<file path="config.mk">
export PLATFORM = sky130hd
export DESIGN_NAME = id_ex_stage_flat
export DESIGN_NICKNAME = d
export VERILOG_FILES = /design/src/rtl/id_ex_stage_if.sv /design/src/rtl/id_ex_stage.sv /design/src/flat_wrapper.sv
export SDC_FILE = /design/constraint.sdc
export NUM_CORES = 1
export LEC_CHECK = 0
export ABC_CLOCK_PERIOD_IN_PS = 10230
export CORE_MARGIN = 3
export CORE_UTILIZATION = 43
export DETAILED_ROUTE_END_ITERATION = 10
export GPL_ROUTABILITY_DRIVEN = 1
export HOLD_SLACK_MARGIN = 0.1
export MAX_ROUTING_LAYER = met4
export PLACE_DENSITY = 0.92
export SYNTH_ARGS = -nofsm -noshare
export SYNTH_HDL_FRONTEND = slang
export SYNTH_SLANG_ARGS = --single-unit
export TNS_END_PERCENT = 5
</file>
<file path="constraint.sdc">
create_clock -name clk -period 10.23 [get_ports clk]
set_input_delay 2.046 -clock clk [delete_from_list [all_inputs] [get_ports clk]]
set_output_delay 2.046 -clock clk [all_outputs]
set_load 0.05 [all_outputs]
</file>
<file path="src/rtl/id_ex_stage_if.sv">
// ID/EX pipeline bus: decoded ID fields and hazard/flush controls in,
// registered EX-stage fields and the ID stall/delay-slot feedback out.
interface id_ex_stage_if #(
    parameter int SEL_W = 4,
    parameter int OP_W  = 8,
    parameter int CNT_W = 16
);
    logic             flush;
    logic             stall_in;
    logic             id_valid;
    logic [SEL_W-1:0] id_alusel;
    logic [OP_W-1:0]  id_aluop;
    logic [31:0]      id_srcLeft;
    logic [31:0]      id_srcRight;
    logic             id_wreg;
    logic [4:0]       id_waddr;
    logic             id_is_load;
    logic             id_rs_used;
    logic             id_rt_used;
    logic [4:0]       id_rs_addr;
    logic [4:0]       id_rt_addr;
    logic             id_next_in_delay_slot;

    logic             ex_valid;
    logic [SEL_W-1:0] ex_alusel;
    logic [OP_W-1:0]  ex_aluop;
    logic [31:0]      ex_srcLeft;
    logic [31:0]      ex_srcRight;
    logic             ex_wreg;
    logic [4:0]       ex_waddr;
    logic             ex_is_load;
    logic             id_in_delay_slot;
    logic             stall_id;
    logic [CNT_W-1:0] bubble_cnt;

    modport master (
        output flush, stall_in, id_valid, id_alusel, id_aluop, id_srcLeft,
               id_srcRight, id_wreg, id_waddr, id_is_load, id_rs_used,
               id_rt_used, id_rs_addr, id_rt_addr, id_next_in_delay_slot,
        input  ex_valid, ex_alusel, ex_aluop, ex_srcLeft, ex_srcRight,
               ex_wreg, ex_waddr, ex_is_load, id_in_delay_slot, stall_id,
               bubble_cnt
    );

    modport slave (
        input  flush, stall_in, id_valid, id_alusel, id_aluop, id_srcLeft,
               id_srcRight, id_wreg, id_waddr, id_is_load, id_rs_used,
               id_rt_used, id_rs_addr, id_rt_addr, id_next_in_delay_slot,
        output ex_valid, ex_alusel, ex_aluop, ex_srcLeft, ex_srcRight,
               ex_wreg, ex_waddr, ex_is_load, id_in_delay_slot, stall_id,
               bubble_cnt
    );
endinterface

</file>
<file path="src/rtl/id_ex_stage.sv">
// ID/EX pipeline register with load-use hazard detection, flush/stall
// arbitration and a saturating count of inserted load-use bubbles.
module id_ex_stage #(
    parameter int SEL_W = 4,
    parameter int OP_W  = 8,
    parameter int CNT_W = 16
) (
    input  logic          clk,
    input  logic          rst,
    id_ex_stage_if.slave  io
);
    logic             ex_valid_q,    ex_valid_d;
    logic [SEL_W-1:0] ex_alusel_q,   ex_alusel_d;
    logic [OP_W-1:0]  ex_aluop_q,    ex_aluop_d;
    logic [31:0]      ex_srcLeft_q,  ex_srcLeft_d;
    logic [31:0]      ex_srcRight_q, ex_srcRight_d;
    logic             ex_wreg_q,     ex_wreg_d;
    logic [4:0]       ex_waddr_q,    ex_waddr_d;
    logic             ex_is_load_q,  ex_is_load_d;
    logic             in_ds_q,       in_ds_d;
    logic [CNT_W-1:0] bubble_cnt_q,  bubble_cnt_d;

    logic load_use;
    logic take_id;

    // $0 is hardwired zero, so a load targeting it can never be a real dependency.
    assign load_use = io.id_valid & ex_valid_q & ex_is_load_q & ex_wreg_q
                    & (ex_waddr_q != 5'd0)
                    & ((io.id_rs_used & (io.id_rs_addr == ex_waddr_q))
                     | (io.id_rt_used & (io.id_rt_addr == ex_waddr_q)));

    assign io.stall_id = load_use | io.stall_in;

    always_comb begin
        ex_valid_d    = ex_valid_q;
        ex_alusel_d   = ex_alusel_q;
        ex_aluop_d    = ex_aluop_q;
        ex_srcLeft_d  = ex_srcLeft_q;
        ex_srcRight_d = ex_srcRight_q;
        ex_wreg_d     = ex_wreg_q;
        ex_waddr_d    = ex_waddr_q;
        ex_is_load_d  = ex_is_load_q;
        in_ds_d       = in_ds_q;
        bubble_cnt_d  = bubble_cnt_q;
        take_id       = 1'b0;

        // Flush, load-use and an invalid ID all collapse to a zeroed bubble.
        if (io.flush || !io.stall_in) begin
            take_id       = !io.flush && !load_use && io.id_valid;
            ex_valid_d    = take_id;
            ex_alusel_d   = take_id ? io.id_alusel   : '0;
            ex_aluop_d    = take_id ? io.id_aluop    : '0;
            ex_srcLeft_d  = take_id ? io.id_srcLeft  : '0;
            ex_srcRight_d = take_id ? io.id_srcRight : '0;
            ex_wreg_d     = take_id & io.id_wreg;
            ex_waddr_d    = take_id ? io.id_waddr    : '0;
            ex_is_load_d  = take_id & io.id_is_load;
        end

        if (io.flush) begin
            in_ds_d = 1'b0;
        end else if (!io.stall_in && !load_use) begin
            in_ds_d = io.id_valid & io.id_next_in_delay_slot;
        end

        if (!io.flush && !io.stall_in && load_use && (bubble_cnt_q != '1)) begin
            bubble_cnt_d = bubble_cnt_q + CNT_W'(1);
        end
    end

    always_ff @(posedge clk or posedge rst) begin
        if (rst) begin
            ex_valid_q    <= 1'b0;
            ex_alusel_q   <= '0;
            ex_aluop_q    <= '0;
            ex_srcLeft_q  <= '0;
            ex_srcRight_q <= '0;
            ex_wreg_q     <= 1'b0;
            ex_waddr_q    <= '0;
            ex_is_load_q  <= 1'b0;
            in_ds_q       <= 1'b0;
            bubble_cnt_q  <= '0;
        end else begin
            ex_valid_q    <= ex_valid_d;
            ex_alusel_q   <= ex_alusel_d;
            ex_aluop_q    <= ex_aluop_d;
            ex_srcLeft_q  <= ex_srcLeft_d;
            ex_srcRight_q <= ex_srcRight_d;
            ex_wreg_q     <= ex_wreg_d;
            ex_waddr_q    <= ex_waddr_d;
            ex_is_load_q  <= ex_is_load_d;
            in_ds_q       <= in_ds_d;
            bubble_cnt_q  <= bubble_cnt_d;
        end
    end

    assign io.ex_valid         = ex_valid_q;
    assign io.ex_alusel        = ex_alusel_q;
    assign io.ex_aluop         = ex_aluop_q;
    assign io.ex_srcLeft       = ex_srcLeft_q;
    assign io.ex_srcRight      = ex_srcRight_q;
    assign io.ex_wreg          = ex_wreg_q;
    assign io.ex_waddr         = ex_waddr_q;
    assign io.ex_is_load       = ex_is_load_q;
    assign io.id_in_delay_slot = in_ds_q;
    assign io.bubble_cnt       = bubble_cnt_q;
endmodule

</file>
<file path="src/flat_wrapper.sv">
// flat-port wrapper written by rule: the top's interface ports become plain ports
module id_ex_stage_flat 
#(
    parameter int SEL_W = 4,
    parameter int OP_W  = 8,
    parameter int CNT_W = 16
)
  (clk, rst, io_flush, io_stall_in, io_id_valid, io_id_alusel, io_id_aluop, io_id_srcLeft, io_id_srcRight, io_id_wreg, io_id_waddr, io_id_is_load, io_id_rs_used, io_id_rt_used, io_id_rs_addr, io_id_rt_addr, io_id_next_in_delay_slot, io_ex_valid, io_ex_alusel, io_ex_aluop, io_ex_srcLeft, io_ex_srcRight, io_ex_wreg, io_ex_waddr, io_ex_is_load, io_id_in_delay_slot, io_stall_id, io_bubble_cnt);
  id_ex_stage_if #(.SEL_W(SEL_W), .OP_W(OP_W), .CNT_W(CNT_W)) io_i ();
  input  logic clk;
  input  logic rst;
  input wire logic [$bits(io_i.flush)-1:0] io_flush;
  input wire logic [$bits(io_i.stall_in)-1:0] io_stall_in;
  input wire logic [$bits(io_i.id_valid)-1:0] io_id_valid;
  input wire logic [$bits(io_i.id_alusel)-1:0] io_id_alusel;
  input wire logic [$bits(io_i.id_aluop)-1:0] io_id_aluop;
  input wire logic [$bits(io_i.id_srcLeft)-1:0] io_id_srcLeft;
  input wire logic [$bits(io_i.id_srcRight)-1:0] io_id_srcRight;
  input wire logic [$bits(io_i.id_wreg)-1:0] io_id_wreg;
  input wire logic [$bits(io_i.id_waddr)-1:0] io_id_waddr;
  input wire logic [$bits(io_i.id_is_load)-1:0] io_id_is_load;
  input wire logic [$bits(io_i.id_rs_used)-1:0] io_id_rs_used;
  input wire logic [$bits(io_i.id_rt_used)-1:0] io_id_rt_used;
  input wire logic [$bits(io_i.id_rs_addr)-1:0] io_id_rs_addr;
  input wire logic [$bits(io_i.id_rt_addr)-1:0] io_id_rt_addr;
  input wire logic [$bits(io_i.id_next_in_delay_slot)-1:0] io_id_next_in_delay_slot;
  output wire logic [$bits(io_i.ex_valid)-1:0] io_ex_valid;
  output wire logic [$bits(io_i.ex_alusel)-1:0] io_ex_alusel;
  output wire logic [$bits(io_i.ex_aluop)-1:0] io_ex_aluop;
  output wire logic [$bits(io_i.ex_srcLeft)-1:0] io_ex_srcLeft;
  output wire logic [$bits(io_i.ex_srcRight)-1:0] io_ex_srcRight;
  output wire logic [$bits(io_i.ex_wreg)-1:0] io_ex_wreg;
  output wire logic [$bits(io_i.ex_waddr)-1:0] io_ex_waddr;
  output wire logic [$bits(io_i.ex_is_load)-1:0] io_ex_is_load;
  output wire logic [$bits(io_i.id_in_delay_slot)-1:0] io_id_in_delay_slot;
  output wire logic [$bits(io_i.stall_id)-1:0] io_stall_id;
  output wire logic [$bits(io_i.bubble_cnt)-1:0] io_bubble_cnt;
  assign io_i.flush = io_flush;
  assign io_i.stall_in = io_stall_in;
  assign io_i.id_valid = io_id_valid;
  assign io_i.id_alusel = io_id_alusel;
  assign io_i.id_aluop = io_id_aluop;
  assign io_i.id_srcLeft = io_id_srcLeft;
  assign io_i.id_srcRight = io_id_srcRight;
  assign io_i.id_wreg = io_id_wreg;
  assign io_i.id_waddr = io_id_waddr;
  assign io_i.id_is_load = io_id_is_load;
  assign io_i.id_rs_used = io_id_rs_used;
  assign io_i.id_rt_used = io_id_rt_used;
  assign io_i.id_rs_addr = io_id_rs_addr;
  assign io_i.id_rt_addr = io_id_rt_addr;
  assign io_i.id_next_in_delay_slot = io_id_next_in_delay_slot;
  assign io_ex_valid = io_i.ex_valid;
  assign io_ex_alusel = io_i.ex_alusel;
  assign io_ex_aluop = io_i.ex_aluop;
  assign io_ex_srcLeft = io_i.ex_srcLeft;
  assign io_ex_srcRight = io_i.ex_srcRight;
  assign io_ex_wreg = io_i.ex_wreg;
  assign io_ex_waddr = io_i.ex_waddr;
  assign io_ex_is_load = io_i.ex_is_load;
  assign io_id_in_delay_slot = io_i.id_in_delay_slot;
  assign io_stall_id = io_i.stall_id;
  assign io_bubble_cnt = io_i.bubble_cnt;
  id_ex_stage #(.SEL_W(SEL_W), .OP_W(OP_W), .CNT_W(CNT_W)) u_core (.clk(clk), .rst(rst), .io(io_i));
endmodule
</file>
# == After elaboration in Yosys (flattened, before gate mapping) ==
# Cells that the tools add are included.
# op_classes
addsub,1
n_eq_ne,3
muxes,7
bitwise,12
n_reduce_logical,12
# op_table
operator,count
32-bit two-way mux,2
"16-bit by 1-bit adder with 16-bit output, second input constant",1
"16-bit != test, second input constant",1
1-bit AND,10
5-bit == test,2
8-bit two-way mux,1
1-bit logical AND,6
5-bit two-way mux,1
5-bit nonzero test,1
4-bit two-way mux,1
1-bit logical NOT,3
1-bit two-way mux,2
1-bit bitwise OR,2
2-bit nonzero test,1
1-bit logical OR,1
# totals
register_bits,101
out_inout_bits,102
word_cells,45

# == Longest topological paths before layout ==
# depth
depth_word,9
mapped_depth,7
mapped_depth_nobuf,6

# == Worst setup path before layout ==
# No wires, ideal clock.
# synth_timing
kind,input to output
start,input io_id_rt_addr[1]
end,output io_stall_id
t_arrival_ns,3.026
required_ns,8.184
setup_slack_ns,5.158
stages,4
path_cell_list,xnor2_1 nand4_1 o22ai_2 a21o_1
# synth_between
elab_chain_cells,5
# synth_rtl
item,line_no,rtl
"start, declared",flat_wrapper.sv:25,input wire logic [$bits(io_i.id_rt_addr)-1:0] io_id_rt_addr;
5-bit == test,id_ex_stage.sv:30,| (io.id_rt_used & (io.id_rt_addr == ex_waddr_q)));
1-bit AND,id_ex_stage.sv:30,
1-bit bitwise OR,id_ex_stage.sv:30,
1-bit AND,id_ex_stage.sv:29,& ((io.id_rs_used & (io.id_rs_addr == ex_waddr_q))
1-bit bitwise OR,id_ex_stage.sv:32,assign io.stall_id = load_use | io.stall_in;
"end, declared",flat_wrapper.sv:36,output wire logic [$bits(io_i.stall_id)-1:0] io_stall_id;
# Every way passes these cells.

# == Worst setup path after layout ==
# layout_timing
start,input io_id_rs_addr[0]
end,output io_stall_id
# layout_between
elab_chain_cells,5
# layout_rtl
item,line_no,rtl
"start, declared",flat_wrapper.sv:24,input wire logic [$bits(io_i.id_rs_addr)-1:0] io_id_rs_addr;
5-bit == test,id_ex_stage.sv:29,
1-bit AND,id_ex_stage.sv:29,
1-bit bitwise OR,id_ex_stage.sv:30,
1-bit AND,id_ex_stage.sv:29,
1-bit bitwise OR,id_ex_stage.sv:32,
# Every way passes these cells.

==> impl_metrics.env <==
export IMPL_syn_nets=390
export IMPL_synth_avg_cell_area_um2=13.8
export IMPL_slew_violations=0
export IMPL_critPathLaunchType="input port"
export IMPL_final_min_clock_period_ns=6.54
export IMPL_vias=3275
export IMPL_syn_inst=288
export IMPL_synth_top_area_cell="dfrtp_1"
export IMPL_status="finished clean"
export IMPL_r2r_cells=5
export IMPL_fillCellCount=631
export IMPL_drt_iter0_markers=96
export IMPL_drv_cap=0
export IMPL_cts_buffer_depth=2
export IMPL_ys_warn_count=0
export IMPL_final_cell_count_no_fill=597
export IMPL_synthArstFlopShare_pct=100
export IMPL_dr_pass1_iters=4
export IMPL_synth_ff_type="dfrtp_1"
export IMPL_gp_congestion=0.779
export IMPL_clock_power_share_pct=31.2
export IMPL_drive_gt1_share_pct=5.11
export IMPL_cts_made_buffers=9
export IMPL_postCtsHoldBufs=0
export IMPL_pin_count=203
export IMPL_fin_skew_ns=0.0178
export IMPL_cp_data_arrival_time_ns=4.49
export IMPL_tightest_slew_ns=1.01
export IMPL_power_uw=830
export IMPL_die_area_um2=10400
export IMPL_leakagePower_uw=0.00272
export IMPL_grt_pass1_wl_mm=17.5
export IMPL_hold_depth=1
export IMPL_hold_start="u_core.io.ex_srcLeft[2]$_DFFE_PP0P_"
export IMPL_p_sw_uw=230
export IMPL_synth_seq_cells=101
export IMPL_p_comb_share_pct=18.2
export IMPL_hp_class="reg2reg"
export IMPL_vias_per_cell=5.49
export IMPL_die_w_um=102
export IMPL_cts_setup_buffers=0
export IMPL_drc=0
export IMPL_h_tree_depth=3
export IMPL_place_hpwl_mm=8.31
export IMPL_multiInputGateArea_um2=1330
export IMPL_antenna_found_initial=0
export IMPL_fin_tns_setup_ns=0
export IMPL_port_buffers=202
export IMPL_crit_type="in2out"
export IMPL_p_int_uw=601
export IMPL_core_um2=8850
export IMPL_ff_latch_area_um2=2530
export IMPL_power_frac_seq_pct=50.6
export IMPL_clkLatencyLatePin_ns=0.35
export IMPL_cts_resized=0
export IMPL_synth_edf_count=0
export IMPL_diodes=0
export IMPL_yosys_top_cells_area="dfrtp_1, a22o_1, xnor2_1, nand4_1, buf_6"
export IMPL_wl_per_cell_um=19.1
export IMPL_synth_top_area_share_pct=63.6
export IMPL_relSlewSlack_pct=32.5
export IMPL_grt_pass1_vias=3420
export IMPL_worst_slack_ns=3.69
export IMPL_drt_total_wl_mm=11.4
export IMPL_crit_fanout=17
export IMPL_grt_use_total_pct=22.2
export IMPL_reg2reg_slack_ns=7.25
export IMPL_peakVddDrop_uv=77.0
export IMPL_powerDensity_nw_per_um2=133
export IMPL_swShare_pct=27.6
export IMPL_timing_hold_ws_ns=0.513
export IMPL_dp_cells=581
export IMPL_synthesis_area_um2=3970
export IMPL_end_kind="output pin"
export IMPL_antenna_left=0
export IMPL_clock_sinks=101
export IMPL_yosysUniqueCellTypes=26
export IMPL_final_nets=586
export IMPL_r2r_end="u_core.io.ex_aluop[2]$_DFFE_PP0P_"
export IMPL_required_ns=8.18
export IMPL_grt_max_degree=85
export IMPL_syn2layout_area_growth_pct=57.4
export IMPL_setup_violations_final=0
export IMPL_num_rows=34
export IMPL_rr_startpoint="u_core.io.ex_waddr[0]$_DFFE_PP0P_"
export IMPL_finalCritPeriodShare_pct=63.9
export IMPL_cts_tree="done"
export IMPL_start_util_pct=44.9
export IMPL_grt_ovfl_total=0
export IMPL_fmax_mhz=153
export IMPL_path_clk_slew_ns=0.10
export IMPL_rsz0062_at_grt="false"
export IMPL_pre_cts_slack_ns=3.72
export IMPL_cts_root_buf="clkbuf_8"
export IMPL_whs_endpoint="u_core.io.ex_srcLeft[2]$_DFFE_PP0P_"
export IMPL_fp_dieH_um=102
export IMPL_synth_seq_area_share_pct=63.6
export IMPL_finalHoldViolations=0
[worst max-delay path, cell delays in order]
cell	delay (ns)
clkdlybuf4s50_1	0.52
xnor2_1	0.16
nand4_1	0.14
o22ai_2	0.60
a21o_1	0.22
clkdlybuf4s50_1	0.80
[kinds of logic after synthesis]
kind of cell | share of synthesized area (%)
buffers and inverters | 3.31
AOI/OAI and AO/OA | 20.0
and+or+nand+nor | 6.99
DFF | 63.6
xor gates and xnor gates | 5.51
adders and majority gates | 0.315
muxes | 0.283
[cells in the mapped netlist (all sizes together), types with 2 or more instances]
library cell / number
a21oi: 2
nand2: 7
xnor2: 25
inv: 2
clkbuf: 11
nand3: 4
a22o: 83
and4: 4
nor3: 3
nand4: 14
dfrtp: 101
and3: 5
buf: 9
nor2: 4
a21o: 2
nand4b: 3
[per-stage QoR]
step	utilization, %	area [µm²]
final	70.7	6250
after global placement	68.3	6050
after floorplan	-	3970
after global routing	70.7	6250
after CTS	70.7	6250
after detailed placement	68.3	6050
[worst max path at each step]
stage	to	start	cells past startpoint	slack, ns
detailed placement	io_stall_id	io_id_rs_addr[0]	6	3.72
global placement	io_stall_id	io_id_rt_addr[1]	6	3.81
global route	io_stall_id	io_id_rs_addr[0]	6	3.58
finish	io_stall_id	io_id_rs_addr[0]	6	3.69
CTS	io_stall_id	io_id_rs_addr[0]	6	3.71
floorplan	io_stall_id	io_id_rt_addr[1]	4	5.16
[area by class of cell]
type / count / share of cell area (%)
Clock buffer: 10 / 2.20
Clock inverter: 6 / 1.10
Inverter: 2 / 0.160
Multi-Input combinational cell: 165 / 21.3
Sequential cell: 101 / 40.4
Tap cell: 108 / 2.16
Timing Repair Buffer: 205 / 32.7
[cell usage in the layout (no fill, tap or decap), drive strengths merged]
master	n
a32o	1
a21o	2
o21ai	1
dfrtp	101
ha	1
clkinvlp	1
clkdlybuf4s50	202
nand3	4
clkinv	2
a22o	83
nor3b	1
a21oi	2
o22ai	1
o21a	1
bufinv	1
xnor2	25
buf	3
and4	4
and3	5
or4	1
nor2	4
nor2b	1
inv	4
nand4	14
clkbuf	10
nor3	3
mux2	1
nand2	7
nand4b	3
[state kept, by name, indices dropped and copies added, names as in the netlist]
name and cells:
u_core.io.id_in_delay_slot 1, u_core.io.ex_alusel 4, u_core.io.ex_waddr 5, u_core.io.ex_srcLeft 32, u_core.io.ex_wreg 1, u_core.io.ex_aluop 8
u_core.io.bubble_cnt 16, u_core.io.ex_is_load 1, u_core.io.ex_srcRight 32, u_core.io.ex_valid 1
[power groups by stage]
stage	Clock [µW]	Combinational, µW	Sequential [µW]
final	259	151	420
after global routing	281	159	422
after CTS	267	153	420
after detailed placement	0	152	428
after global placement	0	149	427
after floorplan	0	32.6	472
[routing by layer]
| metal | part of all wire [%] | GRT usage, % | up-vias |
|---|---|---|---|
| li1 | - | - | 1480 |
| met1 | 42 | 28.1 | 1636 |
| met2 | 52 | 36.8 | 145 |
| met3 | 5.8 | 4.23 | 14 |
| met4 | 1.1 | 6.05 | 0 |
| met5 | 0 | - | - |
Power figures use the tool's default switching activity.
==> variant: new RTL, same flow settings <==
Take the reset off `ex_srcLeft_q` and load it in a clocked block of its own.
--- a/src/rtl/id_ex_stage.sv
+++ b/src/rtl/id_ex_stage.sv
@@ -73,7 +73,6 @@
             ex_valid_q    <= 1'b0;
             ex_alusel_q   <= '0;
             ex_aluop_q    <= '0;
-            ex_srcLeft_q  <= '0;
             ex_srcRight_q <= '0;
             ex_wreg_q     <= 1'b0;
             ex_waddr_q    <= '0;
@@ -84,7 +83,6 @@
             ex_valid_q    <= ex_valid_d;
             ex_alusel_q   <= ex_alusel_d;
             ex_aluop_q    <= ex_aluop_d;
-            ex_srcLeft_q  <= ex_srcLeft_d;
             ex_srcRight_q <= ex_srcRight_d;
             ex_wreg_q     <= ex_wreg_d;
             ex_waddr_q    <= ex_waddr_d;
@@ -92,6 +90,10 @@
             in_ds_q       <= in_ds_d;
             bubble_cnt_q  <= bubble_cnt_d;
         end
+    end
+
+    always_ff @(posedge clk) begin
+        ex_srcLeft_q <= ex_srcLeft_d;
     end
 
     assign io.ex_valid         = ex_valid_q;
Behaviour: not the same (a bounded check fails within 4 cycles, from zero or initial values and one cycle with rst high).
==> variant against the unedited design <==
  * Routed wire length down 2.5%
  * Clock power hardly changed
  * Combinational power rose by 19%
  * Critical path depth grew 1
  * Sequential cell count stayed put
  * Area after synthesis up 4.7%
  * Worst setup slack worse by 44 ps
  * Largest cell class unchanged
  * Cell area is 3.2% higher
  * Total power rose by 6.3%
  * Sequential share of layout area is 1.2 points higher
==> variant: results (changes against the unedited design) <==
metric	value	unit	change
Post-Syn Area per Cell	14.0	µm²	+1.2%
vias in the first global route	3478		+1.7%
crit share post-route	64.4	%	+0.43 points
NonClk Buf Share	31.7	%	-1.0 points
Post-Synth XOR/XNOR Area	4.63	%	-0.88 points
crit path max fanout	18		+1
GR Layer Usage met1	24.6	%	-3.5 points
Slew headroom	21.0	%	-12 points
Gates resized, CTS repair	0		unchanged
Leak Pwr	2.73	nW	+0.71%
total global-route track usage	20.9	%	-1.3 points
Final HPWL DP	8130	µm	-2.1%
routed wire length	11100	µm	-2.5%
WHS Endpoint	u_core.io.ex_srcRight[31]		
Cell Pwr Density	137	nW/µm²	+2.9%
adder-cell share of the synthesized area	0.301	%	-0.014 points
GPL Wtd Cong	0.820		+5.2%
DR WL met2	5820	µm	-0.97%
Post-synth EDFFs	32		+32
multi-input combinational area share	20.9	%	-0.38 points
Netlist Area Pre-Place	4160	µm²	+4.7%
met3 wire len	672	µm	+2.1%
Seq/Total Area, Yosys	64.6	%	+0.98 points
Filler cells	657		+4.1%
vias per cell	5.15		-6.1%
Synth top cells by count	dfrtp_1, a22o_2, and3_1		
R2R setup slack	7330	ps	+80 ps
comb_multi_in	174		+5.5%
Seq/total area	41.6	%	+1.2 points
library cells used by synthesis	34		+31%
M1 WL	4430	µm	-6.7%
worst hold slack	518	ps	+5.07 ps
Non-clk invs	3		+1
complex-gate fraction of the synthesized area	14.2	%	-5.8 points
post-synth top area share	41.5	%	-22 points
DP Cell Count	612		+5.3%
Starting DRT DRC Count	142		+48%
Clock-cell share	3.14	%	-0.16 points
reg2reg end	u_core.io.ex_srcLeft[8]		
Synth Net Count	400		+2.6%
Arrival @ worst endpoint	4540	ps	+50 ps
dominant cells by area after synthesis	dfrtp_1, edfxtp_1, a22o_2		
Peak VDD IR	75.3	µV	-2.2%
Async SR Flop Fraction	68.3	%	-32 points
Hold Path Cell Cnt	1		unchanged
Layout Skew	13.3	ps	-4.53 ps
post-synthesis mux area share	1.08	%	+0.80 points
Critical Path Source	io_id_rt_addr[4]		
vias post-DR	3236		-1.2%
post-place setup slack	3670	ps	-46.0 ps
largest net degree at the start of global routing	70		-18%
status	finished, final reports clean		
layout cells sized above 1	14.6	%	+9.5 points
Global Route met2 Usage	35.8	%	-0.94 points
# nets final	596		+1.7%
DP Area	6250	µm²	+3.4%
variant: cell count changes in the layout (fill, tap and decap cells not counted), sizes merged, moves of 3 or more:
cell and change:
nand2 +5, and3 +32, edfxtp +32, dfrtp -32
nand3 +3, inv +3, and4 -3, a22o -32
mux2 +3, xnor2 -3
variant: power by group:
| part | internal (mW) | leakage (nW) | switching, mW | total [mW] |
|---|---|---|---|---|
| Sequential | 0.436 | 1.29 | 0.00950 | 0.446 |
| Clock | 0.117 | 0.101 | 0.141 | 0.258 |
| Combinational | 0.0770 | 1.34 | 0.102 | 0.179 |
variant: critical path: cells and delay by family:
family | cells | cell delay (ps)
buffers and inverters | 3 | 1400
AO/OA/AOI/OAI | 2 | 850
XOR/XNOR | 1 | 120
AND/OR/NAND/NOR | 1 | 110
variant: logic make-up after synthesis:
kind of cell             after synthesis
AO/OA/AOI/OAI                         61
XOR/XNOR                              22
adder cells (fa/ha/maj)                1
buffers and inverters                 23
flip-flops                           101
multiplexers                           4
AND/OR/NAND/NOR                       86
